### src/rtl/hazard_forward_ctrl_pkg.sv
// Shared types and helpers for the hazard/forwarding pipeline controller.
package hazard_pkg;

  typedef enum logic [1:0] {
    RUN      = 2'd0,
    MEM_WAIT = 2'd1
  } mem_state_t;

  // Operand-mux select value meaning "take the register file".
  localparam int FWD_RF = 0;

  // Width of an operand-mux select covering the register file plus n forwarding sources.
  function automatic int fwd_sel_w(input int n);
    return $clog2(n + 1);
  endfunction

endpackage

### src/rtl/hazard_forward_ctrl_if.sv
// Bundle of pipeline-side signals exchanged with hazard_forward_ctrl.
// master: the pipeline datapath (drives hazard inputs, consumes enables/selects).
// slave : the controller.
interface hazard_forward_ctrl_if
  import hazard_pkg::*;
#(
  parameter int REG_ADDR_W = 4,
  parameter int NUM_FWD    = 2,
  parameter int CNT_W      = 32
);
  localparam int SEL_W = fwd_sel_w(NUM_FWD);

  logic                          forward_en;
  logic [REG_ADDR_W-1:0]         id_src1;
  logic [REG_ADDR_W-1:0]         id_src2;
  logic                          id_use_src1;
  logic                          id_use_src2;
  logic [REG_ADDR_W-1:0]         exe_src1;
  logic [REG_ADDR_W-1:0]         exe_src2;
  logic [REG_ADDR_W-1:0]         exe_dest;
  logic                          exe_wb_en;
  logic                          exe_mem_read;
  logic [NUM_FWD*REG_ADDR_W-1:0] fwd_dest;
  logic [NUM_FWD-1:0]            fwd_wb_en;
  logic                          branch_taken;
  logic                          mem_req;
  logic                          mem_ready;

  logic [SEL_W-1:0]              fwd_sel1;
  logic [SEL_W-1:0]              fwd_sel2;
  logic                          stall_fetch;
  logic                          bubble_exe;
  logic                          freeze_back;
  logic                          flush;
  logic [CNT_W-1:0]              cnt_stall;
  logic [CNT_W-1:0]              cnt_mem;
  logic [CNT_W-1:0]              cnt_flush;

  modport master (
    output forward_en, id_src1, id_src2, id_use_src1, id_use_src2,
           exe_src1, exe_src2, exe_dest, exe_wb_en, exe_mem_read,
           fwd_dest, fwd_wb_en, branch_taken, mem_req, mem_ready,
    input  fwd_sel1, fwd_sel2, stall_fetch, bubble_exe, freeze_back, flush,
           cnt_stall, cnt_mem, cnt_flush
  );

  modport slave (
    input  forward_en, id_src1, id_src2, id_use_src1, id_use_src2,
           exe_src1, exe_src2, exe_dest, exe_wb_en, exe_mem_read,
           fwd_dest, fwd_wb_en, branch_taken, mem_req, mem_ready,
    output fwd_sel1, fwd_sel2, stall_fetch, bubble_exe, freeze_back, flush,
           cnt_stall, cnt_mem, cnt_flush
  );

endinterface

### src/rtl/hazard_forward_ctrl_fwd_match_sel.sv
// Per-operand forwarding priority encoder: picks the youngest downstream
// producer (lowest index) whose destination matches the operand register.
module fwd_match_sel
  import hazard_pkg::*;
#(
  parameter int REG_ADDR_W = 4,
  parameter int NUM_FWD    = 2,
  parameter int SEL_W      = fwd_sel_w(NUM_FWD)
) (
  input  logic [REG_ADDR_W-1:0]         src,
  input  logic [NUM_FWD*REG_ADDR_W-1:0] fwd_dest,
  input  logic [NUM_FWD-1:0]            fwd_wb_en,
  output logic [SEL_W-1:0]              sel
);

  // Scan oldest to youngest so the youngest match overwrites older ones.
  always_comb begin
    sel = SEL_W'(FWD_RF);
    for (int k = NUM_FWD - 1; k >= 0; k--) begin
      if (fwd_wb_en[k] && (fwd_dest[k*REG_ADDR_W +: REG_ADDR_W] == src)) begin
        sel = SEL_W'(k + 1);
      end
    end
  end

endmodule

### src/rtl/hazard_forward_ctrl.sv
// Pipeline hazard controller: RAW detection, operand forwarding selects,
// branch flush sequencing and a variable-latency memory wait FSM.
// Optional feature macro: PERF_COUNTERS_EN (saturating stall/mem/flush counters).
module hazard_forward_ctrl
  import hazard_pkg::*;
#(
  parameter int REG_ADDR_W  = 4,
  parameter int NUM_FWD     = 2,
  parameter int FLUSH_DEPTH = 1,
  parameter int CNT_W       = 32
) (
  input  logic                  clk,
  input  logic                  rst,
  hazard_forward_ctrl_if.slave  bus
);

  localparam int       SEL_W      = fwd_sel_w(NUM_FWD);
  localparam logic [2:0] FLUSH_LOAD = 3'(FLUSH_DEPTH - 1);

  mem_state_t       state_q, state_d;
  logic [2:0]       flush_cnt_q, flush_cnt_d;
  logic             flush_pend_q, flush_pend_d;

  logic [SEL_W-1:0] sel1_raw, sel2_raw;
  logic             freeze;
  logic             flush_act;
  logic             load_use_hit;
  logic             raw_hit;
  logic             data_stall;

  function automatic logic src_hit(input logic used,
                                   input logic [REG_ADDR_W-1:0] src,
                                   input logic [REG_ADDR_W-1:0] dest);
    return used && (src == dest);
  endfunction

  fwd_match_sel #(.REG_ADDR_W(REG_ADDR_W), .NUM_FWD(NUM_FWD), .SEL_W(SEL_W)) u_sel1 (
    .src       (bus.exe_src1),
    .fwd_dest  (bus.fwd_dest),
    .fwd_wb_en (bus.fwd_wb_en),
    .sel       (sel1_raw)
  );

  fwd_match_sel #(.REG_ADDR_W(REG_ADDR_W), .NUM_FWD(NUM_FWD), .SEL_W(SEL_W)) u_sel2 (
    .src       (bus.exe_src2),
    .fwd_dest  (bus.fwd_dest),
    .fwd_wb_en (bus.fwd_wb_en),
    .sel       (sel2_raw)
  );

  // RAW detection: load-use only when forwarding, any in-flight producer otherwise.
  always_comb begin
    logic exe_hit;
    logic fwd_hit;
    exe_hit = src_hit(bus.id_use_src1, bus.id_src1, bus.exe_dest) ||
              src_hit(bus.id_use_src2, bus.id_src2, bus.exe_dest);
    fwd_hit = 1'b0;
    for (int k = 0; k < NUM_FWD; k++) begin
      if (bus.fwd_wb_en[k] &&
          (src_hit(bus.id_use_src1, bus.id_src1, bus.fwd_dest[k*REG_ADDR_W +: REG_ADDR_W]) ||
           src_hit(bus.id_use_src2, bus.id_src2, bus.fwd_dest[k*REG_ADDR_W +: REG_ADDR_W]))) begin
        fwd_hit = 1'b1;
      end
    end
    load_use_hit = bus.exe_wb_en && bus.exe_mem_read && exe_hit;
    raw_hit      = (bus.exe_wb_en && exe_hit) || fwd_hit;
    data_stall   = bus.forward_en ? load_use_hit : raw_hit;
  end

  // Memory wait FSM and flush sequencing; a frozen pipeline holds the flush count
  // and parks a taken branch until the first unfrozen cycle.
  always_comb begin
    state_d      = state_q;
    flush_cnt_d  = flush_cnt_q;
    flush_pend_d = flush_pend_q;
    freeze       = 1'b0;
    flush_act    = 1'b0;

    case (state_q)
      RUN: begin
        freeze = bus.mem_req && !bus.mem_ready;
        if (freeze) state_d = MEM_WAIT;
      end
      MEM_WAIT: begin
        freeze = !bus.mem_ready;
        if (bus.mem_ready) state_d = RUN;
      end
      default: state_d = RUN;
    endcase

    if (freeze) begin
      if (bus.branch_taken) flush_pend_d = 1'b1;
    end else begin
      flush_pend_d = 1'b0;
      if (bus.branch_taken || flush_pend_q) begin
        flush_act   = 1'b1;
        flush_cnt_d = FLUSH_LOAD;
      end else if (flush_cnt_q != 3'd0) begin
        flush_act   = 1'b1;
        flush_cnt_d = flush_cnt_q - 3'd1;
      end
    end
  end

  // Control state registers.
  always_ff @(posedge clk) begin
    if (rst) begin
      state_q      <= RUN;
      flush_cnt_q  <= 3'd0;
      flush_pend_q <= 1'b0;
    end else begin
      state_q      <= state_d;
      flush_cnt_q  <= flush_cnt_d;
      flush_pend_q <= flush_pend_d;
    end
  end

  // Priority freeze > flush > data stall; everything held low during reset.
  assign bus.freeze_back = !rst && freeze;
  assign bus.flush       = !rst && flush_act;
  assign bus.stall_fetch = !rst && (freeze || (!flush_act && data_stall));
  assign bus.bubble_exe  = !rst && !freeze && !flush_act && data_stall;
  assign bus.fwd_sel1    = (!rst && bus.forward_en) ? sel1_raw : SEL_W'(FWD_RF);
  assign bus.fwd_sel2    = (!rst && bus.forward_en) ? sel2_raw : SEL_W'(FWD_RF);

`ifdef PERF_COUNTERS_EN
  logic [CNT_W-1:0] cnt_stall_q, cnt_stall_d;
  logic [CNT_W-1:0] cnt_mem_q,   cnt_mem_d;
  logic [CNT_W-1:0] cnt_flush_q, cnt_flush_d;

  function automatic logic [CNT_W-1:0] sat_inc(input logic [CNT_W-1:0] v, input logic en);
    return (en && (v != {CNT_W{1'b1}})) ? v + CNT_W'(1) : v;
  endfunction

  // Saturating event counters.
  always_comb begin
    cnt_stall_d = sat_inc(cnt_stall_q, bus.bubble_exe);
    cnt_mem_d   = sat_inc(cnt_mem_q,   bus.freeze_back);
    cnt_flush_d = sat_inc(cnt_flush_q, bus.flush);
  end

  // Counter registers.
  always_ff @(posedge clk) begin
    if (rst) begin
      cnt_stall_q <= '0;
      cnt_mem_q   <= '0;
      cnt_flush_q <= '0;
    end else begin
      cnt_stall_q <= cnt_stall_d;
      cnt_mem_q   <= cnt_mem_d;
      cnt_flush_q <= cnt_flush_d;
    end
  end

  assign bus.cnt_stall = cnt_stall_q;
  assign bus.cnt_mem   = cnt_mem_q;
  assign bus.cnt_flush = cnt_flush_q;
`else
  assign bus.cnt_stall = {CNT_W{1'b0}};
  assign bus.cnt_mem   = {CNT_W{1'b0}};
  assign bus.cnt_flush = {CNT_W{1'b0}};
`endif

endmodule

### src/flat_wrapper.sv
// flat-port wrapper written by rule: the top's interface ports become plain ports
module hazard_forward_ctrl_flat import hazard_pkg::*;
#(
  parameter int REG_ADDR_W  = 4,
  parameter int NUM_FWD     = 2,
  parameter int FLUSH_DEPTH = 1,
  parameter int CNT_W       = 32
)
  (clk, rst, bus_forward_en, bus_id_src1, bus_id_src2, bus_id_use_src1, bus_id_use_src2, bus_exe_src1, bus_exe_src2, bus_exe_dest, bus_exe_wb_en, bus_exe_mem_read, bus_fwd_dest, bus_fwd_wb_en, bus_branch_taken, bus_mem_req, bus_mem_ready, bus_fwd_sel1, bus_fwd_sel2, bus_stall_fetch, bus_bubble_exe, bus_freeze_back, bus_flush, bus_cnt_stall, bus_cnt_mem, bus_cnt_flush);
  hazard_forward_ctrl_if #(.REG_ADDR_W(REG_ADDR_W), .NUM_FWD(NUM_FWD), .CNT_W(CNT_W)) bus_i ();
  input  logic clk;
  input  logic rst;
  input wire logic [$bits(bus_i.forward_en)-1:0] bus_forward_en;
  input wire logic [$bits(bus_i.id_src1)-1:0] bus_id_src1;
  input wire logic [$bits(bus_i.id_src2)-1:0] bus_id_src2;
  input wire logic [$bits(bus_i.id_use_src1)-1:0] bus_id_use_src1;
  input wire logic [$bits(bus_i.id_use_src2)-1:0] bus_id_use_src2;
  input wire logic [$bits(bus_i.exe_src1)-1:0] bus_exe_src1;
  input wire logic [$bits(bus_i.exe_src2)-1:0] bus_exe_src2;
  input wire logic [$bits(bus_i.exe_dest)-1:0] bus_exe_dest;
  input wire logic [$bits(bus_i.exe_wb_en)-1:0] bus_exe_wb_en;
  input wire logic [$bits(bus_i.exe_mem_read)-1:0] bus_exe_mem_read;
  input wire logic [$bits(bus_i.fwd_dest)-1:0] bus_fwd_dest;
  input wire logic [$bits(bus_i.fwd_wb_en)-1:0] bus_fwd_wb_en;
  input wire logic [$bits(bus_i.branch_taken)-1:0] bus_branch_taken;
  input wire logic [$bits(bus_i.mem_req)-1:0] bus_mem_req;
  input wire logic [$bits(bus_i.mem_ready)-1:0] bus_mem_ready;
  output wire logic [$bits(bus_i.fwd_sel1)-1:0] bus_fwd_sel1;
  output wire logic [$bits(bus_i.fwd_sel2)-1:0] bus_fwd_sel2;
  output wire logic [$bits(bus_i.stall_fetch)-1:0] bus_stall_fetch;
  output wire logic [$bits(bus_i.bubble_exe)-1:0] bus_bubble_exe;
  output wire logic [$bits(bus_i.freeze_back)-1:0] bus_freeze_back;
  output wire logic [$bits(bus_i.flush)-1:0] bus_flush;
  output wire logic [$bits(bus_i.cnt_stall)-1:0] bus_cnt_stall;
  output wire logic [$bits(bus_i.cnt_mem)-1:0] bus_cnt_mem;
  output wire logic [$bits(bus_i.cnt_flush)-1:0] bus_cnt_flush;
  assign bus_i.forward_en = bus_forward_en;
  assign bus_i.id_src1 = bus_id_src1;
  assign bus_i.id_src2 = bus_id_src2;
  assign bus_i.id_use_src1 = bus_id_use_src1;
  assign bus_i.id_use_src2 = bus_id_use_src2;
  assign bus_i.exe_src1 = bus_exe_src1;
  assign bus_i.exe_src2 = bus_exe_src2;
  assign bus_i.exe_dest = bus_exe_dest;
  assign bus_i.exe_wb_en = bus_exe_wb_en;
  assign bus_i.exe_mem_read = bus_exe_mem_read;
  assign bus_i.fwd_dest = bus_fwd_dest;
  assign bus_i.fwd_wb_en = bus_fwd_wb_en;
  assign bus_i.branch_taken = bus_branch_taken;
  assign bus_i.mem_req = bus_mem_req;
  assign bus_i.mem_ready = bus_mem_ready;
  assign bus_fwd_sel1 = bus_i.fwd_sel1;
  assign bus_fwd_sel2 = bus_i.fwd_sel2;
  assign bus_stall_fetch = bus_i.stall_fetch;
  assign bus_bubble_exe = bus_i.bubble_exe;
  assign bus_freeze_back = bus_i.freeze_back;
  assign bus_flush = bus_i.flush;
  assign bus_cnt_stall = bus_i.cnt_stall;
  assign bus_cnt_mem = bus_i.cnt_mem;
  assign bus_cnt_flush = bus_i.cnt_flush;
  hazard_forward_ctrl #(.REG_ADDR_W(REG_ADDR_W), .NUM_FWD(NUM_FWD), .FLUSH_DEPTH(FLUSH_DEPTH), .CNT_W(CNT_W)) u_core (.clk(clk), .rst(rst), .bus(bus_i));
endmodule
### config.mk
export PLATFORM = sky130hd
export DESIGN_NAME = hazard_forward_ctrl_flat
export DESIGN_NICKNAME = d
export VERILOG_FILES = /design/src/rtl/hazard_forward_ctrl_pkg.sv /design/src/rtl/hazard_forward_ctrl_if.sv /design/src/rtl/hazard_forward_ctrl_fwd_match_sel.sv /design/src/rtl/hazard_forward_ctrl.sv /design/src/flat_wrapper.sv
export SDC_FILE = /design/constraint.sdc
export NUM_CORES = 1
export LEC_CHECK = 0
export CORE_UTILIZATION = 32
export CTS_BUF_LIST = sky130_fd_sc_hd__clkbuf_4 sky130_fd_sc_hd__clkbuf_8
export CTS_CLUSTER_SIZE = 40
export DETAILED_ROUTE_END_ITERATION = 12
export PLACE_DENSITY = 0.81
export SETUP_SLACK_MARGIN = 0.4
export SYNTH_ARGS = -nofsm -noshare
export SYNTH_HDL_FRONTEND = slang
export SYNTH_SLANG_ARGS = --single-unit
### constraint.sdc
create_clock -name clk -period 1.7 [get_ports clk]
set_clock_uncertainty 0.05 [all_clocks]
set_input_delay 0.17 -clock clk [delete_from_list [all_inputs] [get_ports clk]]
set_output_delay 0.17 -clock clk [all_outputs]
set_load 0.02 [all_outputs]
Word level (Yosys, flattened, before mapping)
Index checks and enable logic that the tools add are counted.
- flip-flop bits (word level): 6
- bits of input ports: 40
- output and inout port bits: 104
- word-level logic and storage cells: 76
- add/sub/neg operators: 1
- equal/unequal tests: 13
- muxes and demuxes: 18
- bitwise operators: 1
- reduce and logical (&&, ||, !) cells: 40
- operators by type and width (operator ; number):
    4-bit == test ; 10
    1-bit logical AND ; 24
    2-bit 2-to-1 mux ; 8
    1-bit logical OR ; 6
    1-bit 2-to-1 mux ; 6
    3-bit 2-to-1 mux ; 2
    1-bit logical NOT ; 4
    2-bit one-hot mux with 2 select lines ; 1
    2-bit AND reduction ; 2
    3-bit nonzero test ; 1
    3-bit by 1-bit subtractor with 3-bit output (second input constant) ; 1
    2-bit by 1-bit == test with 1-bit output (second input constant) ; 1
    2-bit logical NOT ; 1
    2-bit by 1-bit inequality test with 1-bit output (second input constant) ; 1
    2-bit inequality test (second input constant) ; 1
    1-bit one-hot mux with 2 select lines ; 1
    2-bit nonzero test ; 1
    2-bit OR reduction ; 1
    1-bit inverter ; 1

Logic depth before layout (Yosys ltp)
Gate-level depths: netlist of run 1.
- depth after elaboration: 11
- depth in mapped cells: 7
- gate-level depth less buffers: 7

Cells and area by module
A second synthesis of run 1 with hierarchy kept.
- cell total of the unflattened synthesis: 208
- area, all modules: 1532.7 um2
- by module, submodules not included (module ; times used ; cells an instance ; area an instance (um2) ; seq. area each (um2)):
    hazard_forward_ctrl ; 1 ; 176 ; 1305.0 ; 100.1
    fwd_match_sel ; 2 ; 16 ; 113.9 ; 0.0

Worst setup path after synthesis of run 1
No wires, ideal clock.
- kind: register -> output
- from: register u_core.flush_cnt_q[0]
- to: output port bus_bubble_exe
- arrival: 1.619 ns
- required time: 1.480 ns
- slack: -0.139 ns
- stages on the path, launching flop included: 7
- buffers on the path: 0
- path through: dfxtp_1 -> inv_1 -> ha_1 -> ha_1 -> a21oi_1 -> or4_1 -> o21ai_0
- longest elaborated chain between the ends: 7
- RTL lines (element ; RTL line ; text):
    from (decl) ; hazard_forward_ctrl.sv:21 ; logic [2:0] flush_cnt_q, flush_cnt_d;
    from (signal assigned) ; hazard_forward_ctrl.sv:113 ; flush_cnt_q <= flush_cnt_d;
    3-bit nonzero test ; hazard_forward_ctrl.sv:98 ; end else if (flush_cnt_q != 3'd0) begin
    1-bit 2-to-1 mux ; hazard_forward_ctrl.sv:98 ;
    1-bit 2-to-1 mux ; hazard_forward_ctrl.sv:95 ; if (bus.branch_taken || flush_pend_q) begin
    1-bit 2-to-1 mux ; hazard_forward_ctrl.sv:91 ; if (freeze) begin
    1-bit logical NOT ; hazard_forward_ctrl.sv:122 ; assign bus.bubble_exe = !rst && !freeze && !flush_act && data_stall;
    1-bit logical AND (2 in a row) ; hazard_forward_ctrl.sv:122 ;
    to (decl) ; flat_wrapper.sv:31 ; output wire logic [$bits(bus_i.bubble_exe)-1:0] bus_bubble_exe;
No other way between the ends.

Worst setup path after layout of run 1
- from: register u_core.flush_cnt_q[1]
- to: output port bus_bubble_exe
The elaborated chain is that of the path after synthesis.

==> flow_metrics.tcl, run 1 <==
set metrics [dict create \
    drt_iter0_markers 45 \
    finalMaxSlewViolations 0 \
    cts-root-buf "clkbuf_8" \
    grt_max_degree 7 \
    drv_cap 0 \
    clock_latency_ns 0.23 \
    power.leakage_nw 1.06 \
    timing.final.ws_setup_ns -0.132 \
    nets 317 \
    synth-async-reset-ratio 0 \
    place_congestion 0.792 \
    chipWidth_um 71.3 \
    whs_ns 0.411 \
    antenna_found_initial 0 \
    area_delta_synth_final_pct 36.0 \
    startpoint_type "register" \
    worstSetupPathType "register to output pin" \
    max-vdd-ir-drop_uv 196 \
    dieArea_um2 5090 \
    wl_per_cell_um 10.3 \
    violations "DRC, setup timing" \
    final_antenna_net_count 0 \
    synth_edf_count 0 \
    fmax_mhz 546 \
    numPortBuffers 47 \
    rows 24 \
    setup_violations 6 \
    syn_inst 205 \
    postCtsHoldBufs 0 \
    synth_area_um2 1540 \
    yosys_warnings 0 \
    core-area_um2 4470 \
    routed_wl_um 3340 \
    cp_max_fo 3 \
    rsz0062_at_grt "true" \
    groute.usage.overall 0.118 \
    post-route-drc-count 7 \
    synth_seq_area_share 0.0651 \
    grt-ovfl-total 0 \
    numCtsBuffers 3 \
    syn_area_per_cell_um2 7.50 \
    fin_crit_ns 1.83 \
    cts_sinks 5 \
    antenna_cells 0 \
    synthMuxAreaShare 0 \
    cts_tree "done" \
    synth_cell_types 30 \
    dr.pass1.iters 8 \
    synth_seq_cells 5 \
    pre_cts_ws_ns -0.799 \
    hold_class "input port to register" \
    grt_pass1_wl_um 4750 \
    synth_top_family_by_area "buffers and inverters" \
    clockBufferDepth 2 \
    grt_pass1_vias 1070 \
    htreeDepth 1 \
    start_util 0.344 \
    drive_gt1_frac 0.307 \
    synthAdderAreaFrac 0.0163 \
    status "complete, but fails checks" \
    via_per_inst 3.86 \
    arrival_ns 1.61 \
    finalHoldViolCount 0 \
    synth_simple_gate_area_frac 0.148 \
    clk_pin_slew_ns 0.04 \
    synth_compound_area_frac 0.0602 \
    vias 1258 \
    power_density_nw_per_um2 427 \
    critPathRequiredTime_ns 1.48 \
    dp_hpwl_um 2860 \
    synth-xor-area-share 0.211 \
    period_share 1.08 \
    end_kind "output pin" \
    ios 144 \
    fp.dieH_um 71.3 \
    ys.flop_type "dfxtp_1" \
]
## cells in the final DEF, fill, tap and decap left out, drive strengths merged, types with 2 or more instances in the layout
cell type	count
clkbuf	7
nand3	8
xnor2	13
nor2	11
buf	38
nand2b	2
nor4b	3
inv	9
nor3	3
ha	2
xor2	24
conb	96
o21ai	5
clkdlybuf4s50	7
nor4	7
dfxtp	5
or4	2
a21oi	4
dlygate4sd2	15
clkdlybuf4s15	5
## sequential cells by signal, indices dropped and copies added, names as in the netlist
name / count
u_core.flush_pend_q: 1
u_core.flush_cnt_q: 3
u_core.state_q: 1
## worst max-delay path, cell delays in order (launching register included)
cell and delay (ns):
dfxtp_2 0.31, inv_2 0.06, ha_4 0.13, ha_4 0.14, a21oi_4 0.06, or4_4 0.42
o21ai_2 0.14, buf_6 0.13
## cell usage after synthesis (3+ instances only)
library cell	instances	area (µm²)
nor3_1	3	15.0
xor2_1	24	210
buf_4	96	721
nand3_1	8	40.0
a21oi_1	4	20.0
xnor2_1	13	114
nor2_1	11	41.3
inv_1	8	30.0
nor4_1	6	37.5
o21ai_0	4	20.0
dfxtp_1	5	100
## layout make-up
cell class | instances | area [µm²]
sequential | 5 | 103
timing repair buffer | 68 | 584
clock buffer | 4 | 48.8
multi-input combinational | 188 | 1260
inverter | 9 | 33.8
fill | 460 | 2380
tap | 52 | 65.1
## power by group
group | switching [W] | total (W) | internal (W)
clock | 0.0000640 | 0.000241 | 0.000177
sequential | 0.000000967 | 0.000121 | 0.000120
combinational | 0.000347 | 0.000530 | 0.000184
total | 0.000412 | 0.000893 | 0.000481
## repair_timing
item / CTS / global route
pin swaps: 21 / 18
gates cloned: 0 / 0
endpoints found under the setup margin: 11 / 11
gates resized for setup: 135 / 24
buffers inserted: 1 / 1
## logic make-up (layout without fill, tap and decap cells)
kind of cell / after synthesis / in the layout
AOI/OAI and AO/OA: 14 / 14
xor gates and xnor gates: 37 / 37
other: 1 / 96
adders and majority gates: 2 / 2
DFF: 5 / 5
and+or+nand+nor: 39 / 39
buffers and inverters: 107 / 81
## layer usage
metal,GRT usage,vias up,share of wire
met5,0,-,0
met4,0.0333,0,0.0096
met3,0.0183,5,0.067
met2,0.233,74,0.57
met1,0.129,574,0.35
li1,-,605,-
## through the flow
| stage | TNS [ns] | util | std cells | instance area [µm²] | total power [W] |
|---|---|---|---|---|---|
| 3_3_place_gp | -4.15 | 0.424 | 320 | 1900 | 0.000608 |
| 5_1_grt | -0.800 | 0.468 | 326 | 2090 | 0.000939 |
| 4_1_cts | -0.325 | 0.449 | 325 | 2010 | 0.000866 |
| 2_1_floorplan | 0 | - | 300 | 1950 | 0.000599 |
| 6_report | -0.450 | 0.468 | 326 | 2090 | 0.000893 |
| 3_5_place_dp | -4.47 | 0.424 | 320 | 1900 | 0.000613 |
## final timing paths
check                   startpoint  slack, ns  depth (start not counted)                    end
min                            rst       0.41                          3  u_core.flush_cnt_q[0]
max reg2reg  u_core.flush_cnt_q[1]      -0.08                          9  u_core.flush_cnt_q[1]
min reg2reg  u_core.flush_cnt_q[2]       0.44                          2  u_core.flush_cnt_q[2]
max          u_core.flush_cnt_q[1]      -0.13                          7         bus_bubble_exe
No activity file was read; power rests on OpenSTA's default activity.
==> inputs of run 2 (changes only) <==
--- a/config.mk
+++ b/config.mk
@@ -10,6 +10,7 @@
 export CTS_CLUSTER_SIZE = 40
 export DETAILED_ROUTE_END_ITERATION = 12
 export PLACE_DENSITY = 0.81
+export REMOVE_ABC_BUFFERS = 1
 export SETUP_SLACK_MARGIN = 0.4
 export SYNTH_ARGS = -nofsm -noshare
 export SYNTH_HDL_FRONTEND = slang
==> run 2 against run 1 <==
Effect of this change: the flow still finishes with violations (DRC, setup timing); flip-flop and latch count unchanged; highest routed layer unchanged; sequential share of layout area down 0.087 points; die area did not move; final cell count is 2.1% higher.
==> flow_metrics.tcl, run 2 (synthesized netlist as in run 1, its figures left out) <==
set metrics [dict create \
    grt-ovfl-total 0 \
    layout_common_cells "conb_1 (96), buf_4 (26), xor2_1 (21)" \
    grt_pass1_wl_um 5350 \
    min_from "rst" \
    clk_pin_slew_ns 0.03 \
    final.setup.tns_ns -0.324 \
    period_share 1.08 \
    drive_gt1_frac 0.345 \
    crit_top_cell "ha_4" \
    violations "DRC, setup timing" \
    cp_max_fo 3 \
    chipWidth_um 71.3 \
    rsz0062_at_grt "true" \
    fin_crit_ns 1.84 \
    largest-register "u_core.flush_cnt_q" \
    instances_no_fill 333 \
    r2r_start "u_core.flush_cnt_q[0]" \
    routed_wl_um 3600 \
    cts_sinks 5 \
    end_kind "output pin" \
    reg_top3 "u_core.flush_cnt_q: 3 flops, u_core.flush_pend_q: 1 flops, u_core.state_q: 1 flops" \
    grt_max_degree 6 \
    dieArea_um2 5090 \
    worstSetupPathType "register to output pin" \
    drt_iter0_markers 37 \
    setup_violations 6 \
    via_per_inst 3.92 \
    finalHoldViolCount 0 \
    startpoint_type "register" \
    hold_class "input port to register" \
    crit_buf_inv 2 \
    worst_path_max_delay_cell "or4_4" \
    max_stage_delay_ns 0.42 \
    groute.usage.overall 0.135 \
    cts-root-buf "clkbuf_8" \
    post-route-util 0.482 \
    vias 1307 \
    cp_top_family "simple AND/OR/NAND/NOR gates" \
    power_w 0.000910 \
    finalMaxSlewViolations 0 \
    post-route-drc-count 9 \
    status "complete, but fails checks" \
    core-area_um2 4470 \
    antenna_found_initial 0 \
    antenna_cells 0 \
    area_delta_synth_final_pct 40.2 \
    power_density_nw_per_um2 422 \
    grt_pass1_vias 1230 \
    dp_hpwl_um 2930 \
    critical_path.startpoint "u_core.flush_cnt_q[0]" \
    largest_reg_flops 3 \
    critPathRequiredTime_ns 1.48 \
    arrival_ns 1.62 \
    path_cells "inv_2 > ha_4 > ha_4 > a21oi_4 > or4_4 > o21ai_2 > buf_6" \
    placed_cells 328 \
    fp.dieH_um 71.3 \
    cts_tree "done" \
    fmax_mhz 544 \
    rows 24 \
    timing.final.ws_setup_ns -0.139 \
    power.leakage_nw 1.11 \
    clock_latency_ns 0.22 \
    dr.pass1.iters 8 \
    max-vdd-ir-drop_uv 157 \
    final_common_cell "conb_1" \
    drv_cap 0 \
    wl_per_cell_um 10.8 \
    numPortBuffers 47 \
    nFillCells 437 \
    clockBufferDepth 2 \
    ios 144 \
    start_util 0.344 \
    nets 324 \
    numCtsBuffers 3 \
    final_antenna_net_count 0 \
    htreeDepth 1 \
    place_congestion 0.788 \
]
run 2: final timing paths:
path	endpoint	slack [ns]	depth (start not counted)
hold reg to reg	u_core.flush_cnt_q[2]	0.42	2
hold / removal	u_core.flush_cnt_q[1]	0.34	3
setup reg to reg	u_core.flush_cnt_q[0]	-0.03	9
setup / recovery	bus_bubble_exe	-0.14	7
run 2: area by class of cell:
| class | instances | area, µm² | area share |
|---|---|---|---|
| Multi-Input combinational cell | 188 | 1240 | 0.576 |
| Timing Repair Buffer | 75 | 662 | 0.307 |
| Sequential cell | 5 | 104 | 0.0482 |
| Tap cell | 52 | 65.1 | 0.0302 |
| Clock buffer | 4 | 48.8 | 0.0226 |
| Inverter | 9 | 33.8 | 0.0157 |
run 2: what timing repair did:
| action | CTS | global route |
|---|---|---|
| gates resized for setup | 155 | 34 |
| setup endpoints to repair | 11 | 11 |
| setup buffers | 1 | 0 |
| hold buffers | 0 | 0 |
| pin swaps | 23 | 11 |
| hold endpoints to repair | 0 | 0 |
run 2: layer usage:
layer | part of all wire | GRT usage
met1 | 0.35 | 0.138
met2 | 0.54 | 0.262
met3 | 0.082 | 0.0197
met4 | 0.026 | 0.0733
met5 | 0 | 0
run 2: tightest hold or removal path, cell delays in order:
cell	delay [ns]
clkdlybuf4s15_2	0.23
buf_4	0.14
nor2_1	0.04
run 2: metrics by stage:
step           cell area, µm²  hold slack (ns)  worst slack [ns]
2_1_floorplan            1160            0.192            -0.139
3_3_place_gp             1900            0.414            -0.730
3_5_place_dp             1900            0.426            -0.781
4_1_cts                  2100            0.333            -0.161
5_1_grt                  2160            0.376            -0.205
6_report                 2160            0.343            -0.139
run 2: report_power, final:
part           switching (W)  leakage, nW  internal [W]  total, W
combinational       0.000354         1.05      0.000196  0.000550
sequential        0.00000101       0.0419      0.000120  0.000121
clock              0.0000618       0.0262      0.000177  0.000239
total               0.000417         1.11      0.000493  0.000910
